**config.mk**
```make
export PLATFORM = sky130hd
export DESIGN_NAME = ifetch_stage
export DESIGN_NICKNAME = d
export VERILOG_FILES = /design/src/rtl/ifetch_stage_pkg.sv /design/src/rtl/ifetch_target_gen.sv /design/src/rtl/ifetch_stage.sv
export SDC_FILE = /design/constraint.sdc
export NUM_CORES = 1
export LEC_CHECK = 0
export ABC_AREA = 1
export CORE_ASPECT_RATIO = 0.9
export CORE_MARGIN = 2
export CORE_UTILIZATION = 53
export CTS_CLUSTER_DIAMETER = 60
export DETAILED_ROUTE_END_ITERATION = 8
export PLACE_DENSITY = 0.82
export SKIP_LAST_GASP = 1
export SYNTH_ARGS = -nofsm -noshare
export SYNTH_HDL_FRONTEND = slang
export SYNTH_SLANG_ARGS = --single-unit
```
**constraint.sdc**
```tcl
create_clock -name clk -period 4.2 [get_ports clk]
set_input_delay 1.05 -clock clk [delete_from_list [all_inputs] [get_ports clk]]
set_output_delay 1.05 -clock clk [all_outputs]
set_load 0.01 [all_outputs]
```
**src/rtl/ifetch_stage_pkg.sv**
```systemverilog
// Shared encodings for the instruction-fetch stage.
// Jump kinds, bubble constants and fetch FSM states.
package ifetch_stage_pkg;

  typedef enum logic [1:0] {
    JT_NONE = 2'b00,
    JT_BR   = 2'b01,
    JT_J    = 2'b10,
    JT_JR   = 2'b11
  } jump_type_e;

  localparam logic [5:0] NOP_OPCODE_C = 6'h00;
  localparam logic [5:0] NOP_FUNCT_C  = 6'h15;

  typedef enum logic [1:0] {
    ST_ISSUE = 2'd0,
    ST_HELD  = 2'd1,
    ST_DROP  = 2'd2
  } fetch_state_e;

endpackage

```
**src/rtl/ifetch_target_gen.sv**
```systemverilog
// Redirect decision and target address for fetch.
// Offsets are byte offsets added to Decode's PC+4.
module ifetch_target_gen
  import ifetch_stage_pkg::*;
(
  input  logic [1:0]  i_jump_type,
  input  logic        i_cond_src,
  input  logic        i_branch_cond,
  input  logic        i_branch_result,
  input  logic        i_fp_cond,
  input  logic [31:0] i_pc_plus4,
  input  logic [15:0] i_imm16,
  input  logic [25:0] i_imm26,
  input  logic [31:0] i_jr_data,
  output logic        o_taken,
  output logic [31:0] o_target
);

  jump_type_e w_jt;
  logic       w_cond;

  assign w_jt   = jump_type_e'(i_jump_type);
  assign w_cond = i_cond_src ? i_fp_cond : i_branch_result;

  // Select taken flag and target by jump kind
  always_comb begin
    o_taken  = 1'b0;
    o_target = i_pc_plus4;
    unique case (w_jt)
      JT_NONE: begin
        o_taken  = 1'b0;
        o_target = i_pc_plus4;
      end
      JT_BR: begin
        o_taken  = (w_cond == i_branch_cond);
        o_target = i_pc_plus4
                 + {{16{i_imm16[15]}}, i_imm16};
      end
      JT_J: begin
        o_taken  = 1'b1;
        o_target = i_pc_plus4
                 + {{6{i_imm26[25]}}, i_imm26};
      end
      JT_JR: begin
        o_taken  = 1'b1;
        o_target = i_jr_data;
      end
    endcase
  end

endmodule

```
**src/rtl/ifetch_stage.sv**
```systemverilog
// Instruction fetch: owns the PC, drives imem req/ready
// and hands Decode either the fetched word or a bubble.
module ifetch_stage
  import ifetch_stage_pkg::*;
#(
  parameter logic [31:0] RESET_PC   = 32'h0000_0000,
  parameter logic [5:0]  NOP_OPCODE = NOP_OPCODE_C,
  parameter logic [5:0]  NOP_FUNCT  = NOP_FUNCT_C
) (
  input  logic        clk,
  input  logic        reset,
  input  logic        stall,
  input  logic [1:0]  JumpType,
  input  logic        CondSrc,
  input  logic        BranchCond,
  input  logic        BranchResult,
  input  logic        FPCond,
  input  logic [31:0] DecodePCPlusFour,
  input  logic [15:0] DecodeImm16,
  input  logic [25:0] DecodeImm26,
  input  logic [31:0] JumpRegData,
  output logic        ImemReq,
  output logic [31:0] ImemAddr,
  input  logic        ImemReady,
  input  logic [31:0] ImemData,
  output logic [5:0]  NextOpCode,
  output logic [4:0]  NextRs1,
  output logic [4:0]  NextRs2,
  output logic [4:0]  NextRd,
  output logic [15:0] NextImmd,
  output logic [5:0]  NextFunct,
  output logic [31:0] NextPCPlusFour
);

  fetch_state_e r_state;
  logic [31:0]  r_pc;
  logic [31:0]  r_req_addr;
  logic [31:0]  r_skid;
  logic [31:0]  r_ir_pc4;
  logic [0:31]  r_ir;
  logic         r_ir_valid;

  logic         w_taken;
  logic         w_tk;
  logic [31:0]  w_target;
  logic [31:0]  w_pc4;
  logic         w_xfer;

  ifetch_target_gen u_tgt (
    .i_jump_type     (JumpType),
    .i_cond_src      (CondSrc),
    .i_branch_cond   (BranchCond),
    .i_branch_result (BranchResult),
    .i_fp_cond       (FPCond),
    .i_pc_plus4      (DecodePCPlusFour),
    .i_imm16         (DecodeImm16),
    .i_imm26         (DecodeImm26),
    .i_jr_data       (JumpRegData),
    .o_taken         (w_taken),
    .o_target        (w_target)
  );

  // Redirects only count while the pipe is moving
  assign w_tk     = w_taken & ~stall;
  assign w_pc4    = r_pc + 32'd4;
  assign ImemReq  = ~reset & (r_state != ST_HELD);
  assign ImemAddr = r_req_addr;
  assign w_xfer   = ImemReq & ImemReady;

  // Fetch FSM: PC, request address, IR and skid buffer
  always_ff @(posedge clk) begin
    if (reset) begin
      r_state    <= ST_ISSUE;
      r_pc       <= RESET_PC;
      r_req_addr <= RESET_PC;
      r_skid     <= '0;
      r_ir       <= '0;
      r_ir_pc4   <= '0;
      r_ir_valid <= 1'b0;
    end else begin
      unique case (r_state)
        ST_ISSUE: begin
          if (w_xfer) begin
            if (stall) begin
              r_skid  <= ImemData;
              r_pc    <= w_pc4;
              r_state <= ST_HELD;
            end else if (w_tk) begin
              r_ir_valid <= 1'b0;
              r_pc       <= w_target;
              r_req_addr <= w_target;
            end else begin
              r_ir       <= ImemData;
              r_ir_valid <= 1'b1;
              r_ir_pc4   <= w_pc4;
              r_pc       <= w_pc4;
              r_req_addr <= w_pc4;
            end
          end else if (w_tk) begin
            r_pc       <= w_target;
            r_ir_valid <= 1'b0;
            r_state    <= ST_DROP;
          end else if (!stall) begin
            r_ir_valid <= 1'b0;
          end
        end
        ST_HELD: begin
          if (!stall) begin
            r_state <= ST_ISSUE;
            if (w_tk) begin
              r_pc       <= w_target;
              r_req_addr <= w_target;
              r_ir_valid <= 1'b0;
            end else begin
              r_ir       <= r_skid;
              r_ir_valid <= 1'b1;
              r_ir_pc4   <= r_pc;
              r_req_addr <= r_pc;
            end
          end
        end
        ST_DROP: begin
          if (w_tk) r_pc <= w_target;
          if (w_xfer) begin
            r_state    <= ST_ISSUE;
            r_req_addr <= w_tk ? w_target : r_pc;
          end
        end
        default: r_state <= ST_ISSUE;
      endcase
    end
  end

  // Decode sees the IR fields or a NOP bubble
  always_comb begin
    NextOpCode     = NOP_OPCODE;
    NextRs1        = '0;
    NextRs2        = '0;
    NextRd         = '0;
    NextImmd       = '0;
    NextFunct      = NOP_FUNCT;
    NextPCPlusFour = '0;
    if (r_ir_valid) begin
      NextOpCode     = r_ir[0:5];
      NextRs1        = r_ir[6:10];
      NextRs2        = r_ir[11:15];
      NextRd         = r_ir[16:20];
      NextImmd       = r_ir[16:31];
      NextFunct      = r_ir[26:31];
      NextPCPlusFour = r_ir_pc4;
    end
  end

endmodule

```
==> key figures <==
Outcome
  – Outcome: complete, no violations

Die
  – Die Wd: 165 µm
  – Initial core utilization: 0.535
  – Die Span Y: around 150 µm
  – Core Area: 23100 µm²
  – IO Pins: 256
  – Die area: approximately 25000 µm²
  – Count of standard-cell rows: 53

Critical path
  – Crit path from: JumpType[0]
  – Worst Path Arrival: 4.39 ns
  – Reg-to-Reg Start: r_state[1]
  – Max Fanout on Critical Path: 18
  – CP endpoint kind: flip-flop
  – Startpoint Class: primary input
  – WP data required: approximately 4.6 ns
  – WS Path Type: primary input to flip-flop

Timing
  – Accumulated negative setup slack: 0 ns
  – Worst slew pin tran: 1.12 ns
  – Count of final hold-check violations: 0
  – Clk_skew: 0.0134 ns
  – Worst Slack Setup Final: 0.165 ns
  – Period utilization: 0.961
  – Fin. max-slew vios: 0
  – RSZ-0062 raised after global routing: false
  – FMAX: 248 MHz
  – Final setup vio count: 0
  – Relative slew margins: 0.250
  – Tmin final: 4.03 ns

Synth
  – Main synth FF type: dfxtp_1
  – Gate Count Post-Synth: 2096
  – Post-Syn Nets: 2293
  – Synth Area per Inst: 5.91 µm²
  – Post-synth EDFFs: 0
  – Synth cell types: 52
  – Cell area after synthesis: 12400 µm²
  – FFs w/ async S/R, synth: 0
  – Sequential share of the synthesized area: 0.264
  – Yosys warning count: 0
  – Flops & latches, synth: between 150 and 200

Cells and area
  – Commonest non-fill, non-tap cell in the layout: nand2_1
  – Final instance area: approximately 16000 µm²
  – Fill count: 2002
  – Nets: 2513
  – Diode count: 0
  – Layout cells sized above 1: 0.0708
  – Multi-input logic area: 7610 µm²
  – Most frequent cells in the layout: nand2_1 (706), clkdlybuf4s50_1 (254), inv_1 (239)
  – Layout area overhead: 28.6%
  – Sequential cell area: 3260 µm²
  – Util after Layout: 0.688

Place
  – Pre-CTS WS: -0.271 ns
  – Port bufs: ~260
  – Placed cell areas: 15300 µm²
  – Global placer's final weighted congestion: 0.964
  – HPWL Detailed: 30.9 mm

GRT
  – Global-route wire length before repair: 66.3 mm
  – Initial antenna violation count: 0
  – Via count of the first global-routing pass: 13500
  – Total track usage: 0.334
  – Gr ovfl total: 0
  – Pin count of the biggest net entering global routing: 95

Job
  – Max cap viols: 0

Route
  – Wirelength, routed: 41.7 mm
  – Avg WL per Cell: 15.8 µm
  – DR vias/cell: 5.60
  – Via count: 14700
  – Iter 0 DRT Violations: 1503
  – Final ANT Viol Nets: 0
  – DRC: 0
  – DRT Pass-1 Iters: 6

Clocking
  – H-tree depth: 4
  – TritonCTS clock tree: done
  – Post-CTS Setup Bufs: 0
  – CTS resizes: 0
  – CTS Sinks: 163
  – Clk_lat worst skew: 0.44 ns
  – Root buffer cell: clkbuf_16
  – Max Buffers Root-to-Sink: 2
  – Hold-fix buffers, CTS: 0
  – Clock transition at the registers of the reported paths: around 0.080 ns
  – Total clock buffers created by CTS: 17

Power and ir drop
  – Leak Pwr: about 7.5 nW
  – Pwr per Cell Area: 356 nW/µm²
  – PnR Total Power: 5.67 mW
  – Worst VDD drop: 238 µV

Min path
  – Hold path start: r_skid[10]
  – Min-delay worst type: flip-flop to flip-flop
-- state kept, by name, summed over array words and instances, names as in the netlist --
| signal | count |
|---|---|
| r_ir | 32 |
| r_ir_valid | 1 |
| ImemAddr | 32 |
| r_pc | 32 |
| r_skid | 32 |
| r_state | 2 |
| r_ir_pc4 | 32 |
-- routing by layer --
layer | global-route usage | vias to the layer above | wire length, µm
li1 | - | 7192 | -
met2 | 0.550 | 755 | 19000
met3 | 0.0520 | 111 | 3620
met1 | 0.438 | 6681 | 17600
met5 | 0 | - | 0
met4 | 0.132 | 0 | 1510
-- cell usage after synthesis (2+ instances only) --
| cell | instances | share of area |
|---|---|---|
| a211oi_1 | 3 | 0.0018 |
| a21oi_1 | 190 | 0.077 |
| a21oi_2 | 4 | 0.0028 |
| a31oi_1 | 38 | 0.019 |
| and3_1 | 2 | 0.0010 |
| buf_1 | 5 | 0.0015 |
| buf_2 | 35 | 0.014 |
| buf_4 | 10 | 0.0061 |
| clkbuf_1 | 78 | 0.024 |
| clkinv_1 | 2 | 0.00061 |
| dfxtp_1 | 163 | 0.26 |
| ha_1 | 48 | 0.048 |
| inv_1 | 241 | 0.073 |
| inv_2 | 9 | 0.0027 |
| nand2_1 | 706 | 0.21 |
| nand2_2 | 2 | 0.0010 |
| nand3_1 | 207 | 0.084 |
| nand3_2 | 2 | 0.0016 |
| nand3b_1 | 14 | 0.0085 |
| nand4_1 | 11 | 0.0056 |
| nor2_1 | 94 | 0.028 |
| nor2_2 | 11 | 0.0056 |
| nor2_4 | 3 | 0.0027 |
| nor3_1 | 13 | 0.0053 |
| nor3_2 | 3 | 0.0024 |
| nor4_1 | 4 | 0.0020 |
| nor4_2 | 2 | 0.0020 |
| o2111ai_1 | 2 | 0.0014 |
| o211ai_1 | 18 | 0.011 |
| o21a_1 | 3 | 0.0018 |
| o21ai_0 | 116 | 0.047 |
| o21ai_1 | 4 | 0.0016 |
| o21bai_1 | 3 | 0.0018 |
| or2_2 | 8 | 0.0040 |
| xnor2_1 | 8 | 0.0057 |
| xor2_1 | 17 | 0.012 |
| xor2_2 | 2 | 0.0026 |
-- cell families after synthesis --
family          after synthesis  synth area share
simple gates               1088             0.373
buf+inv                     382             0.123
xor+xnor                     28            0.0216
flops                       163             0.264
compound gates              386             0.169
fa+ha+maj                    49            0.0501
-- report_power, final --
group | switching, mW | internal (mW) | leakage (nW)
Clock | 0.763 | 0.817 | 0.291
Combinational | 1.27 | 0.866 | 5.91
Sequential | 0.209 | 1.75 | 1.33
Total | 2.24 | 3.43 | 7.53
-- stage by stage --
stage / hold slack [ns] / instances
detailed placement: 0.453 / 2599
finish: 0.464 / 2631
global placement: 0.448 / 2599
global route: 0.481 / 2631
floorplan: 0.441 / 2096
CTS: 0.465 / 2631
-- path summary, 6_finish.rpt --
kind | end | slack, ns | depth (start not counted)
worst max-delay path | ImemAddr[11] | 0.17 | 21
worst min-delay path | r_skid[10] | 0.46 | 2
worst max register to register | r_pc[7] | 1.19 | 10
worst min register to register | r_skid[10] | 0.46 | 2
-- layout make-up --
type / instances / area share
Clock inverter: 14 / 0.00967
Inverter: 253 / 0.0597
Clock buffer: 18 / 0.0276
Multi-Input combinational cell: 1551 / 0.478
Tap cell: 302 / 0.0237
Timing Repair Buffer: 330 / 0.196
Sequential cell: 163 / 0.205
-- critical path, cell delays in order --
cell and delay (ns):
clkdlybuf4s50_1 0.48, inv_1 0.06, ha_1 0.21, buf_4 0.21, nand2_1 0.11, nand2_1 0.09, ha_1 0.30, nand2_1 0.12
inv_1 0.06, nand2_1 0.06, nand2_1 0.08, inv_1 0.09, nand3_1 0.26, nand2_1 0.14, nand2_1 0.05, o21ai_0 0.30
buf_4 0.18, nand2_1 0.10, o211ai_1 0.14, nand3_1 0.13, a21oi_1 0.16
(Power assumes the default switching activity.)
